### src/rtl/boot_step_ctrl.sv
// Boot/step controller: loads a program into a 16x8 RAM, then runs, halts or
// single-steps the CPU by driving its ring-counter enable and clear.
module boot_step_ctrl (
  input  logic       clk,
  input  logic       clr,
  input  logic       load_start,
  input  logic [3:0] load_last,
  input  logic [7:0] din,
  input  logic       din_valid,
  output logic       din_ready,
  input  logic       run,
  input  logic       halt,
  input  logic       step,
  output logic       ram_sel,
  output logic [3:0] ram_addr,
  output logic [7:0] ram_din,
  output logic       ram_we_ld,
  output logic       cpu_ce,
  output logic       cpu_clr,
  output logic       loaded,
  output logic [2:0] state
);

  localparam int unsigned AW = 4;
  localparam int unsigned SW = 3;
  localparam int unsigned CW = 2;

  typedef enum logic [SW-1:0] {
    S_IDLE = 3'd0,
    S_LOAD = 3'd1,
    S_RUN  = 3'd2,
    S_HALT = 3'd3,
    S_STEP = 3'd4
  } state_t;

  state_t        r_state;
  logic [AW-1:0] r_addr;
  logic [CW-1:0] r_step_cnt;
  logic          r_loaded;

  logic          w_load_done;

  // Final byte of a load: the requested last address, or the top of RAM.
  assign w_load_done = (r_addr == load_last) || (r_addr == '1);

  always_ff @(posedge clk or posedge clr) begin
    if (clr) begin
      r_state    <= S_IDLE;
      r_addr     <= '0;
      r_step_cnt <= '0;
      r_loaded   <= 1'b0;
    end else begin
      case (r_state)
        S_IDLE: begin
          if (load_start) begin
            r_state  <= S_LOAD;
            r_addr   <= '0;
            r_loaded <= 1'b0;
          end else if (!halt && run && r_loaded) begin
            r_state <= S_RUN;
          end
        end
        S_LOAD: begin
          if (load_start) begin
            r_addr   <= '0;
            r_loaded <= 1'b0;
          end else if (din_valid) begin
            if (r_addr != '1) begin
              r_addr <= r_addr + AW'(1);
            end
            if (w_load_done) begin
              r_state  <= S_IDLE;
              r_loaded <= 1'b1;
            end
          end
        end
        S_RUN: begin
          if (load_start) begin
            r_state  <= S_LOAD;
            r_addr   <= '0;
            r_loaded <= 1'b0;
          end else if (halt) begin
            r_state <= S_HALT;
          end
        end
        S_HALT: begin
          if (load_start) begin
            r_state  <= S_LOAD;
            r_addr   <= '0;
            r_loaded <= 1'b0;
          end else if (!halt && run) begin
            r_state <= S_RUN;
          end else if (!halt && step) begin
            r_state    <= S_STEP;
            r_step_cnt <= '0;
          end
        end
        S_STEP: begin
          if (load_start) begin
            r_state    <= S_LOAD;
            r_addr     <= '0;
            r_loaded   <= 1'b0;
            r_step_cnt <= '0;
          end else begin
            // One instruction is four ring-counter cycles.
            r_step_cnt <= r_step_cnt + CW'(1);
            if (r_step_cnt == '1) begin
              r_state <= S_HALT;
            end
          end
        end
        default: begin
          r_state <= S_IDLE;
        end
      endcase
    end
  end

  // CPU-side controls decoded from the registered state.
  always_comb begin
    ram_sel = 1'b1;
    cpu_clr = 1'b1;
    cpu_ce  = 1'b0;
    case (r_state)
      S_RUN, S_STEP: begin
        ram_sel = 1'b0;
        cpu_clr = 1'b0;
        cpu_ce  = 1'b1;
      end
      S_HALT: begin
        ram_sel = 1'b0;
        cpu_clr = 1'b0;
      end
      default: begin
      end
    endcase
  end

  assign din_ready = (r_state == S_LOAD);
  assign ram_we_ld = din_ready && din_valid;
  assign ram_addr  = r_addr;
  assign ram_din   = din;
  assign loaded    = r_loaded;
  assign state     = r_state;

endmodule

### config.mk
export PLATFORM = sky130hd
export DESIGN_NAME = boot_step_ctrl
export DESIGN_NICKNAME = d
export VERILOG_FILES = /design/src/rtl/boot_step_ctrl.sv
export SDC_FILE = /design/constraint.sdc
export NUM_CORES = 1
export LEC_CHECK = 0
export ABC_AREA = 1
export BUFFER_PORTS_ARGS = -buffer_cell sky130_fd_sc_hd__buf_2
export CAP_MARGIN = 20
export CELL_PAD_IN_SITES_DETAIL_PLACEMENT = 0
export CELL_PAD_IN_SITES_GLOBAL_PLACEMENT = 1
export CORE_MARGIN = 2
export CORE_UTILIZATION = 34
export CTS_BUF_LIST = sky130_fd_sc_hd__clkbuf_8
export DETAILED_ROUTE_END_ITERATION = 12
export PLACE_DENSITY = 0.92
export SETUP_SLACK_MARGIN = 0.15
export SLEW_MARGIN = 25
export SYNTH_ARGS = -nofsm -noshare
export SYNTH_HDL_FRONTEND = slang
export SYNTH_SLANG_ARGS = --single-unit
### constraint.sdc
create_clock -name clk -period 2.3 [get_ports clk]
set_clock_uncertainty 0.1 [all_clocks]
set_input_delay 0 -clock clk [delete_from_list [all_inputs] [get_ports clk]]
set_output_delay 0 -clock clk [all_outputs]
set_load 0.03 [all_outputs]
* Yosys cells after proc, flatten, opt, wreduce, memory -nomap -nowiden
Index checks and enable logic that the tools add are counted.
Widths: inputs -> output; s select.
** Word-level totals
- Bits in registers :: 10
- Latch bits :: 0
- Bits in writable memories :: 0
- ROM bits :: 0
- Input bits :: 19
- Output and inout bits :: 21
- Word-level logic and storage cells :: 74
- Memories kept :: 0
** Cells by class
- Add/sub/neg operators :: 2
- $mul :: 0
- Divide/modulo/power cells :: 0
- Order comparisons :: 0
- Eq/ne operators :: 22
- Shift-type cells :: 0
- Mux-type cells :: 30
- Bitwise gates (word level) :: 0
- Reduce and logical (&&, ||, !) cells :: 16
** Operators by type and width (number)
- $mux 3 :: 12
- $mux 4 :: 4
- $pmux 3 s5 :: 1
- $ne 3x3->1 const B :: 4
- $reduce_and 4->1 :: 3
- $ne 2x2->1 const B :: 5
- $mux 2 :: 4
- $ne 4x4->1 const B :: 2
- $pmux 4 s2 :: 1
- $reduce_and 7->1 :: 1
- $eq 3x2->1 const B :: 2
- $mux 1 :: 6
- $ne 3x2->1 const B :: 2
- $add 4x1->4 const B :: 1
- $eq 4x4->1 :: 1
- $eq 4x4->1 const B :: 1
- $logic_and 1x1->1 :: 4
- $ne 2x1->1 const B :: 2
- $pmux 2 s2 :: 1
- $reduce_bool 2->1 :: 2
- $reduce_or 4->1 :: 1
- $eq 3x1->1 const B :: 1
- $eq 3x3->1 const B :: 1
- $logic_not 3->1 :: 1
- other kinds (7) :: 7

* Longest topological paths before layout
- Word-level depth :: 6
- Gate-level depth with buffers :: 9
- Depth with buffers taken out :: 9

* Worst setup path before layout
Ideal clock, no wire load.
- Path kind :: register -> register
- Start :: register r_state[0], in the netlist state[0]
- End :: register r_addr[1], in the netlist ram_addr[1]
- Setup time :: 0.083 ns
- Data arrival time :: 1.653 ns
- Data required time :: 2.117 ns
- Path slack :: 0.464 ns
- Stages on the path, launching flop included :: 9
- Buffers on the path :: 0
- Clock period less this slack :: 1.836 ns
- Cell sequence :: dfrtp_1 inv_2 nor3_2 inv_2 o21ai_2 nand2_2 clkinv_2 nand3_1 o21ai_0
** On the way
- Elaborated cells between the ends (all ways) :: 12
- Classes of those cells :: eq/ne: 7; mux: 1; reduce/logical: 4
** RTL lines
- start: declaration :: line 36 : state_t r_state;
- start signal: assignment :: line 48 : r_state <= S_IDLE;
- start signal: assignment :: line 56 : r_state <= S_LOAD;
- start signal: assignment :: line 60 : r_state <= S_RUN;
- $eq 3x1->1 (*)
- named net din_ready :: line 10 : output logic din_ready,
- $ne 3x2->1 (no source line), or another cell as far along
- $reduce_and 4->1 (no source line)
- end signal: assignment :: line 69 : r_addr <= r_addr + AW'(1);
- end: declaration :: line 37 : logic [AW-1:0] r_addr;
Mark *: on every way through the listed nets, which the timed path passes. The rest lies on a longest branch.
A chain may end at the register's enable or synchronous reset.

* Worst setup path after layout
- Start :: register r_state[0], in the netlist state[0]
- End :: output port cpu_clr
** On the way
- Longest elaborated chain between the ends :: 3
- Elaborated cells between the ends (all ways) :: 5
- Classes of those cells :: eq/ne: 3; mux: 1; reduce/logical: 1
** RTL lines
- $eq 3x2->1 or $eq 3x3->1 (tied branches) :: line 124 : case (r_state)
- $reduce_or 3->1 (no source line) (*)
- $mux 1 (*) :: line 124
- end: declaration :: line 19 : output logic cpu_clr,
Mark *: on every way between the ends. The rest lies on a longest branch, timed or not.

==> results.yml <==
run_status:
  status: "complete, no violations"
layout:
  fin_util_pct: 44.2
  final_cell_mix: "nand2_1, buf_2, inv_1"
  final_nets: 184
  areaGrowthSynthToFinish_pct: 25.3
  drive_gt1_share_pct: 24.1
  final_area_um2: 1080
  diodes: 0
  mostFrequentLayoutCell: "nand2_1"
placement:
  placed_area_um2: 940
  post-dp-hpwl_mm: 1.52
  place_congestion: 0.764
  numPortBuffers: 23
cts:
  htreeDepth: 1
  holdBufCountCts: 9
  clk_pin_slew_ns: 0.05
  cts_tree: "yes"
  cts_buffers: 3
  cts-resized-gates: 0
  clk_path_buf_depth: 2
  clock-root-buffer: "clkbuf_8"
  clock_latency_ns: 0.24
  post_cts_buffers: 0
  clock-sinks: 10
detailed_routing:
  vias: 902
  drt-vias-per-instance: 4.70
  post_drt_wl_per_cell_um: 9.87
  drt-initial-drc-count: 19
  wirelength_mm: 1.90
  firstDrtPassIters: 4
  drc: 0
  antenna_left: 0
power:
  power_density_nw_per_um2: 1010
  ir_drop_uv: 439
  p_leak_nw: 0.614
  fin_total_pwr_mw: 1.09
global_routing:
  grt_util_all_layers_pct: 13.9
  grt_pass1_vias: 786
  grt_max_degree: 11
  grt_pass1_wl_mm: 3.03
  antenna_found_initial: 0
  grt.overflow.total: 0
floorplan:
  die_w_um: 54.5
  die_h_um: 54.5
  rows: 18
  die-area_um2: 2970
  start_util_pct: 35.3
  core-area_um2: 2450
  ios: 40
worst_setup_path:
  r2r_slack_ns: 0.74
  startpoint_type: "flop"
  crit_type: "flop to output port"
  cp_slowest_cell: "dfrtp_1"
  timing.critical_path.mode_cell: "nor2_1"
  endpoint_kind: "output port"
  r2r_end: "state[0]"
  worst-path-buf-inv: 2
  crit_family: "simple AND/OR/NAND/NOR gates"
  ff2ff_path_depth: 9
  critPathMaxFanout: 8
  max_stage_delay_ns: 0.46
  r2r_start: "state[0]"
  required_ns: 2.20
  arrival_ns: 1.49
  crit_chain: "nor2_1 -> nand2_2 -> inv_2 -> nor2_1 -> buf_2"
synth:
  ys_top_cells_by_area: "dfrtp_1, nand2_1, nand3_1, inv_1, buf_4"
  synth_cell_type_count: 21
  synth-seq-cells: 10
  ys_seq_area_share_pct: 28.9
  synth.top_cell.area_share_pct: 28.9
  yosys.area.top_type: "dfrtp_1"
  avgSynthCellArea_um2: 6.37
  yosysWarningCount: 0
  synthCells: 136
  syn-cell-area_um2: 866
  syn_nets: 157
sta:
  worstMarginPinSlew_ns: 0.397
  finalSetupTns_ns: 0
  timing.slew.headroom_pct: 73.5
  period_minus_slack_ns: 1.59
  rsz0062_at_grt: "no"
  final_max_slew_viol_count: 0
  period_share_pct: 68.9
  max_freq_mhz: 631
  setup_viol: 0
  fin_hold_ws_ns: 0.00798
  finalHoldViolations: 0
hold_path:
  hold_end: "r_step_cnt[0]"
  hold_path_depth: 2
  worstHoldStart: "load_start"
  min_path_type: "input port to flop"
flow_run:
  drv_cap: 0
-- metal layers --
layer	global-route usage (%)	vias up	share of wire (%)
met5	0	-	0
met4	5.00	0	0.90
met3	1.64	2	6.6
met2	25.9	34	47
met1	16.2	395	46
li1	-	471	-
-- cells by family after synthesis --
group / Yosys count / synth area share, %
AND/OR/NAND/NOR: 78 / 39.9
AO/OA/AOI/OAI: 11 / 7.08
XOR/XNOR: 2 / 2.02
buffers and inverters: 33 / 19.2
flip-flops: 10 / 28.9
adder cells (fa/ha/maj): 2 / 2.89
-- per-stage QoR --
step,instances,setup slack [ns]
2_1_floorplan,136,0.464
3_3_place_gp,179,0.773
3_5_place_dp,179,0.740
4_1_cts,192,0.720
5_1_grt,192,0.593
6_report,192,0.715
-- worst reg2reg max path: stages, from the launching register on --
cell	delay, ns
dfrtp_1	0.46
nor2_1	0.31
nand2_2	0.15
inv_2	0.10
nand2_2	0.05
nand2_1	0.09
nor2_2	0.06
nand3_1	0.08
nand2_1	0.06
nand2_1	0.06
-- layout make-up --
class | instances | area (um2)
clock buffer | 4 | 55.1
inverter | 23 | 87.6
tap | 30 | 37.5
fill | 261 | 1370
timing repair buffer | 32 | 205
sequential | 10 | 250
multi-input combinational | 93 | 449
-- registers in the layout, indices dropped and copies added, names as in the netlist --
name and flops:
ram_addr 4, state 3, r_step_cnt 2, loaded 1
-- worst max path at each step --
stage                      startpoint  slack [ns]  cells past startpoint           to
after global placement       state[0]        0.77                      9     state[0]
after CTS                    state[0]        0.72                      5      cpu_clr
after detailed placement  ram_addr[0]        0.74                      8  ram_addr[1]
final                        state[0]        0.71                      5      cpu_clr
after floorplan              state[0]        0.46                      8  ram_addr[1]
after global routing      ram_addr[0]        0.59                      8  ram_addr[3]
-- power by group --
group | leakage (nW) | switching [mW] | total, mW | internal [mW]
clock network | 0.0288 | 0.0681 | 0.218 | 0.150
registers | 0.134 | 0.0578 | 0.279 | 0.221
logic | 0.451 | 0.416 | 0.597 | 0.181
total | 0.614 | 0.542 | 1.09 | 0.552
-- cells in the mapped netlist --
master,instances
xor2_1,2
nor2_2,3
ha_1,2
dfrtp_1,10
nor3_1,1
inv_2,3
nor3_2,1
o31ai_1,1
o21ai_2,1
nand2_2,3
nor2_1,16
nand3_1,18
buf_4,9
clkinv_2,1
a21oi_1,2
inv_1,19
buf_6,1
nand4_1,3
o21ai_0,6
nand2_1,33
o21ai_1,1
Power figures use the tool's default switching activity.
